File: config.mk
export PLATFORM = sky130hd
export DESIGN_NAME = usb_port_switch
export DESIGN_NICKNAME = d
export VERILOG_FILES = /design/src/rtl/usb_port_switch.sv
export SDC_FILE = /design/constraint.sdc
export NUM_CORES = 1
export LEC_CHECK = 0
export CAP_MARGIN = 20
export CELL_PAD_IN_SITES_DETAIL_PLACEMENT = 1
export CELL_PAD_IN_SITES_GLOBAL_PLACEMENT = 2
export CORE_ASPECT_RATIO = 0.8
export CORE_MARGIN = 2
export CORE_UTILIZATION = 20
export CTS_CLUSTER_DIAMETER = 100
export DETAILED_ROUTE_END_ITERATION = 7
export GPL_TIMING_DRIVEN = 0
export PLACE_DENSITY = 0.82
export SLEW_MARGIN = 30
export SYNTH_ARGS = -nofsm -noshare
export SYNTH_HDL_FRONTEND = slang
export SYNTH_SLANG_ARGS = --single-unit
File: constraint.sdc
create_clock -name IFCLK -period 2.3 [get_ports IFCLK]
set_input_delay 0.46 -clock IFCLK [delete_from_list [all_inputs] [get_ports IFCLK]]
set_output_delay 0.46 -clock IFCLK [all_outputs]
set_load 0.02 [all_outputs]
File: src/rtl/usb_port_switch.sv
// usb_port_switch: hands one shared FX2 slave-FIFO bus between NUM_CH
// protocol engines. A change of the synchronised owner request first
// drains the current owner (until it reports idle or a timeout expires),
// then idles the bus for TURN_CYC turnaround cycles before granting the
// new owner.
module usb_port_switch #(
    parameter int NUM_CH    = 2,
    parameter int DATA_W    = 8,
    parameter int TURN_CYC  = 2,
    parameter int DRAIN_MAX = 255,
    localparam int CW       = $clog2(NUM_CH)
) (
    input  logic                     IFCLK,
    input  logic                     ARESETN,
    input  logic [CW-1:0]            MODE_REQ,
    input  logic                     FLAGA,
    input  logic                     FLAGB,
    input  logic [DATA_W-1:0]        DB_I,
    input  logic [NUM_CH-1:0]        ENG_IDLE,
    input  logic [NUM_CH-1:0]        SLRD_C,
    input  logic [NUM_CH-1:0]        SLWR_C,
    input  logic [NUM_CH-1:0]        SLOE_C,
    input  logic [NUM_CH-1:0]        PKTEND_C,
    input  logic [2*NUM_CH-1:0]      FIFOADR_C,
    input  logic [NUM_CH*DATA_W-1:0] DB_O_C,
    input  logic [NUM_CH*DATA_W-1:0] DB_T_C,
    output logic                     SLRD,
    output logic                     SLWR,
    output logic                     SLOE,
    output logic                     PKTEND,
    output logic [1:0]               FIFOADR,
    output logic [DATA_W-1:0]        DB_O,
    output logic [DATA_W-1:0]        DB_T,
    output logic [NUM_CH-1:0]        FLAGA_C,
    output logic [NUM_CH-1:0]        FLAGB_C,
    output logic [NUM_CH*DATA_W-1:0] DB_I_C,
    output logic [NUM_CH-1:0]        GRANT,
    output logic [CW-1:0]            ACTIVE_MODE,
    output logic                     SWITCHING,
    output logic                     DRAIN_TO
);

    typedef enum logic [1:0] {
        TURN  = 2'd0,
        OWN   = 2'd1,
        DRAIN = 2'd2
    } state_t;

    localparam logic [15:0]       TURN_LAST  = 16'(TURN_CYC - 1);
    localparam logic [15:0]       DRAIN_LAST = 16'(DRAIN_MAX - 1);
    localparam logic [NUM_CH-1:0] GRANT_ONE  = NUM_CH'(1);

    state_t              state_reg, state_next;
    logic [15:0]         cnt_reg, cnt_next;
    logic [CW-1:0]       target_reg, target_next;
    logic [CW-1:0]       active_reg, active_next;
    logic [NUM_CH-1:0]   grant_reg, grant_next;
    logic                drain_to_reg, drain_to_next;
    logic [CW-1:0]       req_meta_reg, req_s_reg;
    logic                req_valid;
    logic                owner_idle;

    // Two-flop synchroniser for the asynchronous owner request.
    always_ff @(posedge IFCLK or negedge ARESETN) begin
        if (!ARESETN) begin
            req_meta_reg <= '0;
            req_s_reg    <= '0;
        end else begin
            req_meta_reg <= MODE_REQ;
            req_s_reg    <= req_meta_reg;
        end
    end

    // Out-of-range requests are ignored; the current target stands.
    assign req_valid  = (32'(req_s_reg) < NUM_CH);
    assign owner_idle = ENG_IDLE[active_reg];

    // Switch FSM state and bookkeeping registers.
    always_ff @(posedge IFCLK or negedge ARESETN) begin
        if (!ARESETN) begin
            state_reg    <= TURN;
            cnt_reg      <= '0;
            target_reg   <= '0;
            active_reg   <= '0;
            grant_reg    <= '0;
            drain_to_reg <= 1'b0;
        end else begin
            state_reg    <= state_next;
            cnt_reg      <= cnt_next;
            target_reg   <= target_next;
            active_reg   <= active_next;
            grant_reg    <= grant_next;
            drain_to_reg <= drain_to_next;
        end
    end

    // Next-state logic: OWN -> DRAIN on a new request, DRAIN -> TURN on idle
    // or timeout, TURN -> OWN after the turnaround (restarted by new requests).
    always_comb begin
        state_next    = state_reg;
        cnt_next      = cnt_reg;
        target_next   = target_reg;
        active_next   = active_reg;
        grant_next    = grant_reg;
        drain_to_next = drain_to_reg;
        case (state_reg)
            OWN: begin
                if (req_valid && (req_s_reg != active_reg)) begin
                    state_next  = DRAIN;
                    target_next = req_s_reg;
                    cnt_next    = '0;
                end
            end
            DRAIN: begin
                // The owner keeps the bus; only the destination follows req_s.
                if (req_valid) begin
                    target_next = req_s_reg;
                end
                if (owner_idle || (cnt_reg == DRAIN_LAST)) begin
                    state_next = TURN;
                    cnt_next   = '0;
                    grant_next = '0;
                    if (!owner_idle) begin
                        drain_to_next = 1'b1;
                    end
                end else begin
                    cnt_next = cnt_reg + 16'd1;
                end
            end
            TURN: begin
                if (req_valid && (req_s_reg != target_reg)) begin
                    target_next = req_s_reg;
                    cnt_next    = '0;
                end else if (cnt_reg == TURN_LAST) begin
                    state_next  = OWN;
                    cnt_next    = '0;
                    active_next = target_reg;
                    grant_next  = GRANT_ONE << target_reg;
                end else begin
                    cnt_next = cnt_reg + 16'd1;
                end
            end
            default: begin
                state_next = TURN;
                cnt_next   = '0;
                grant_next = '0;
            end
        endcase
    end

    // FX2-side mux: idle bus in TURN, otherwise the current owner drives it.
    always_comb begin
        SLRD    = 1'b1;
        SLWR    = 1'b1;
        SLOE    = 1'b1;
        PKTEND  = 1'b1;
        FIFOADR = 2'b00;
        DB_O    = '0;
        DB_T    = '1;
        if (state_reg != TURN) begin
            SLRD    = SLRD_C[active_reg];
            SLWR    = SLWR_C[active_reg];
            SLOE    = SLOE_C[active_reg];
            PKTEND  = PKTEND_C[active_reg];
            FIFOADR = FIFOADR_C[2*active_reg +: 2];
            DB_O    = DB_O_C[active_reg*DATA_W +: DATA_W];
            DB_T    = DB_T_C[active_reg*DATA_W +: DATA_W];
        end
    end

    // Engine side: flags reach only the owner while it owns the bus; read
    // data goes to everyone.
    generate
        for (genvar gi = 0; gi < NUM_CH; gi++) begin : g_chan
            assign FLAGA_C[gi] = (grant_reg[gi] && (state_reg == OWN)) ? FLAGA : 1'b1;
            assign FLAGB_C[gi] = (grant_reg[gi] && (state_reg == OWN)) ? FLAGB : 1'b1;
            assign DB_I_C[gi*DATA_W +: DATA_W] = DB_I;
        end
    endgenerate

    assign GRANT       = grant_reg;
    assign ACTIVE_MODE = active_reg;
    assign SWITCHING   = (state_reg != OWN);
    assign DRAIN_TO    = drain_to_reg;

endmodule

==> out/results.ini <==
[detailed_routing]
antenna_left = 0
drt_iter0_drc = 47
vias = 1909
drt_first_pass_iters = 4
vias_per_cell = 4.44
routed-wl-met3_um = 189
wl_per_cell_um = 14.4
dr.max_layer_used = met4
wl_met2_um = 3000
postRouteWirelength_um = 6200
drt-met1-wl_um = 2960
drc = 0

[layout]
final_area_um2 = 3020
final_layout_size_suffix_gt1_share_pct = 16.4
n_antenna_cell = 0
nNetsFinal = 381
syn_to_final_growth_pct = 67.4
multi_input_area_um2 = 995
register_area_um2 = 629
largest_reg_flops = 16
n_fill_cell = 1029

[clocking]
cts_htree_levels = 1
tritoncts = yes
numCtsBuffers = 3
ctsLongestPathBuffers = 2
clock-root-buffer = clkbuf_16
insertion_delay_ns = 0.26
ctsHoldBuffers = 0
cts.reportedPaths.clkPinSlew_ns = 0.06
cts.sink_count = 25

[global_route]
grt_max_degree = 26
antenna_found_initial = 0
grt.overflow.total = 0
track_usage_pct = 13.0
grt_pass1_wl_um = 10100
grt_pass1_vias = 1956

[logic_synthesis]
synth_area_leaders = dfrtp_1 (35%), mux2i_1 (13%), buf_4 (6.7%), nand2_1 (6.7%), nor2_1 (4.4%)
ys_seq_elements = 25
yosysTopAreaCell = dfrtp_1
synthesis.nets = 276
ys_warn_count = 0
yosysTopAreaCellShare_pct = 34.7
postSynthAreaPerCell_um2 = 8.44
synthCells = 214
synth_seq_area_share_pct = 34.7
yosysUniqueCellTypes = 37
syn_area_um2 = 1810

[worst_setup_path]
required_ns = 1.84
critPathMaxFanout = 10
crit_arrival_ns = 1.73
path_class = flop to output pin
start_kind = flop
worstSetupEndpointType = output pin

[floorplanning]
ios = 106
num_rows = 30
die-height_um = 89.0
start_util_pct = 20.9
die_x_um = 110
dieArea_um2 = 9810
core_um2 = 8630

[sta]
min_period_ns = 2.19
final_hold_viol_count = 0
timing.slew.headroom_pct = 61.4
report.final.slew_viol_count = 0
worst-slew-pin-transition_ns = 0.580
setup_viol = 0
finalCritPeriodShare_pct = 95.2
fin_worst_skew_ns = 0.00317
fmax_mhz = 457
rsz0062_at_grt = true

[flow_run]
drv_cap = 0

[power]
p_leak_uw = 0.00138
clockPowerShare_pct = 13.6
vdd_ir_drop_max_mv = 0.275
totalPowerFinal_uw = 2850
power_switching_uw = 1300
p_int_uw = 1540
p_per_area_nw_per_um2 = 942
seqPwrFrac_pct = 21.0
p_comb_share_pct = 65.4
netSwitchingFraction_pct = 45.8

[min_path]
hold_path_class = input port to async pin

[place]
port_buffers = 97
gp_congestion = 0.767
dpl.hpwl_um = 4930
placed_cell_area_um2 = 2910

[outcome]
outcome = finished, final reports clean

==> cell usage in the layout (no fill, tap or decap), types with 2 or more instances in the layout <==
cell             count
a31oi_1             12
xor2_1               4
dfrtp_2              3
clkdlybuf4s50_1     76
nand3_1              7
o22ai_1              2
clkbuf_2            10
ha_1                 3
nor4_4               2
and3_1               2
o21ai_1              2
nand2_1             32
dlymetal6s2s_1       8
nand2b_1             3
buf_2                2
inv_1                4
mux2i_1             23
nor3_1               3
buf_6                2
buf_4               21
clkbuf_1             7
xnor2_1              3
a21oi_1             11
clkbuf_16            3
nor2_1              20
nand4_1              4
o21ai_0              7
a22o_1               2
or4_4                2
dlygate4sd2_1        2
dfrtp_1             22
==> worst max-delay path, stage by stage (launching register included) <==
cell and delay [ns]:
dfrtp_2 0.46, nor2_1 0.14, clkbuf_2 0.25, nor2_1 0.08, clkdlybuf4s50_1 0.55
==> power by group through the flow <==
stage	combinational [µW]	sequential, µW	clock [µW]
2_1_floorplan	1110	593	0
3_3_place_gp	1890	590	0
3_5_place_dp	1910	594	0
4_1_cts	1900	588	405
5_1_grt	2020	611	426
6_report	1860	597	388
==> synth_stat cells <==
master,count
o31ai_1,1
ha_1,3
o21ai_0,7
a31oi_1,12
buf_6,2
xor2_1,4
or2_2,1
nor4_4,1
and3_1,2
buf_4,16
or4b_1,1
nor3_1,3
dfrtp_1,25
nand3b_1,1
a22o_1,2
or4_4,1
a21o_1,1
o21ai_1,2
xnor2_1,3
or4_1,1
o22ai_1,2
nor2b_1,1
inv_2,1
buf_1,2
mux2i_1,23
a21oi_1,11
inv_1,4
or3_1,1
clkbuf_1,9
mux2_1,1
nand3_1,7
o32ai_2,1
nand2b_1,4
nand4_1,4
nor4_2,1
nor2_1,21
nand2_1,32
==> through the flow <==
stage          hold WS (ns)  setup WS [ns]  util, %  setup TNS, ns  instances
3_3_place_gp          0.332         -0.465     33.8          -8.15        423
4_1_cts               0.223         0.0255     35.0              0        429
3_5_place_dp          0.336         -0.488     33.7          -8.49        423
5_1_grt               0.242        -0.0368     35.0        -0.0414        430
2_1_floorplan         0.164          0.125        -              0        214
6_report              0.194          0.111     35.0              0        430
==> per-layer routing <==
metal / GRT usage, % / vias to the layer above
li1: - / 941
met1: 18.4 / 930
met2: 21.5 / 34
met3: 2.11 / 4
met4: 1.70 / 0
met5: 0 / -
==> layout make-up <==
cell class,count,area share [%]
inverters,5,0.621
repair buffers,101,32.1
plain buffers,28,6.29
well taps,112,4.64
multi-input cells,155,32.9
flip-flops and latches,25,20.8
clock buffers,4,2.61
==> kinds of logic after synthesis <==
| family | after synthesis | share of synthesized area, % |
|---|---|---|
| multiplexers | 24 | 13.4 |
| AO/OA/AOI/OAI | 39 | 13.1 |
| flip-flops | 25 | 34.7 |
| AND/OR/NAND/NOR | 82 | 22.2 |
| adder cells (fa/ha/maj) | 3 | 2.08 |
| buffers and inverters | 34 | 11.2 |
| XOR/XNOR | 7 | 3.40 |
==> path summary, 6_finish.rpt <==
check | startpoint | endpoint | slack [ns] | cells past startpoint
worst min register to register | req_meta_reg | req_s_reg | 0.35 | 0
min in group IFCLK | req_meta_reg | req_s_reg | 0.35 | 0
worst min-delay path | ARESETN | cnt_reg[10] | 0.19 | 1
worst max register to register | cnt_reg[12] | cnt_reg[9] | 0.13 | 6
max in group asynchronous | ARESETN | state_reg[0] | 1.68 | 1
worst max-delay path | state_reg[0] | DB_O[5] | 0.11 | 4
==> timing repair <==
action / CTS / global route
resized for setup: 25 / 28
endpoints found under the setup margin: 25 / 36
buffers inserted: 3 / 1
pin swaps: 1 / 1
gates cloned: 0 / 0
No activity file was read; power rests on OpenSTA's default activity.
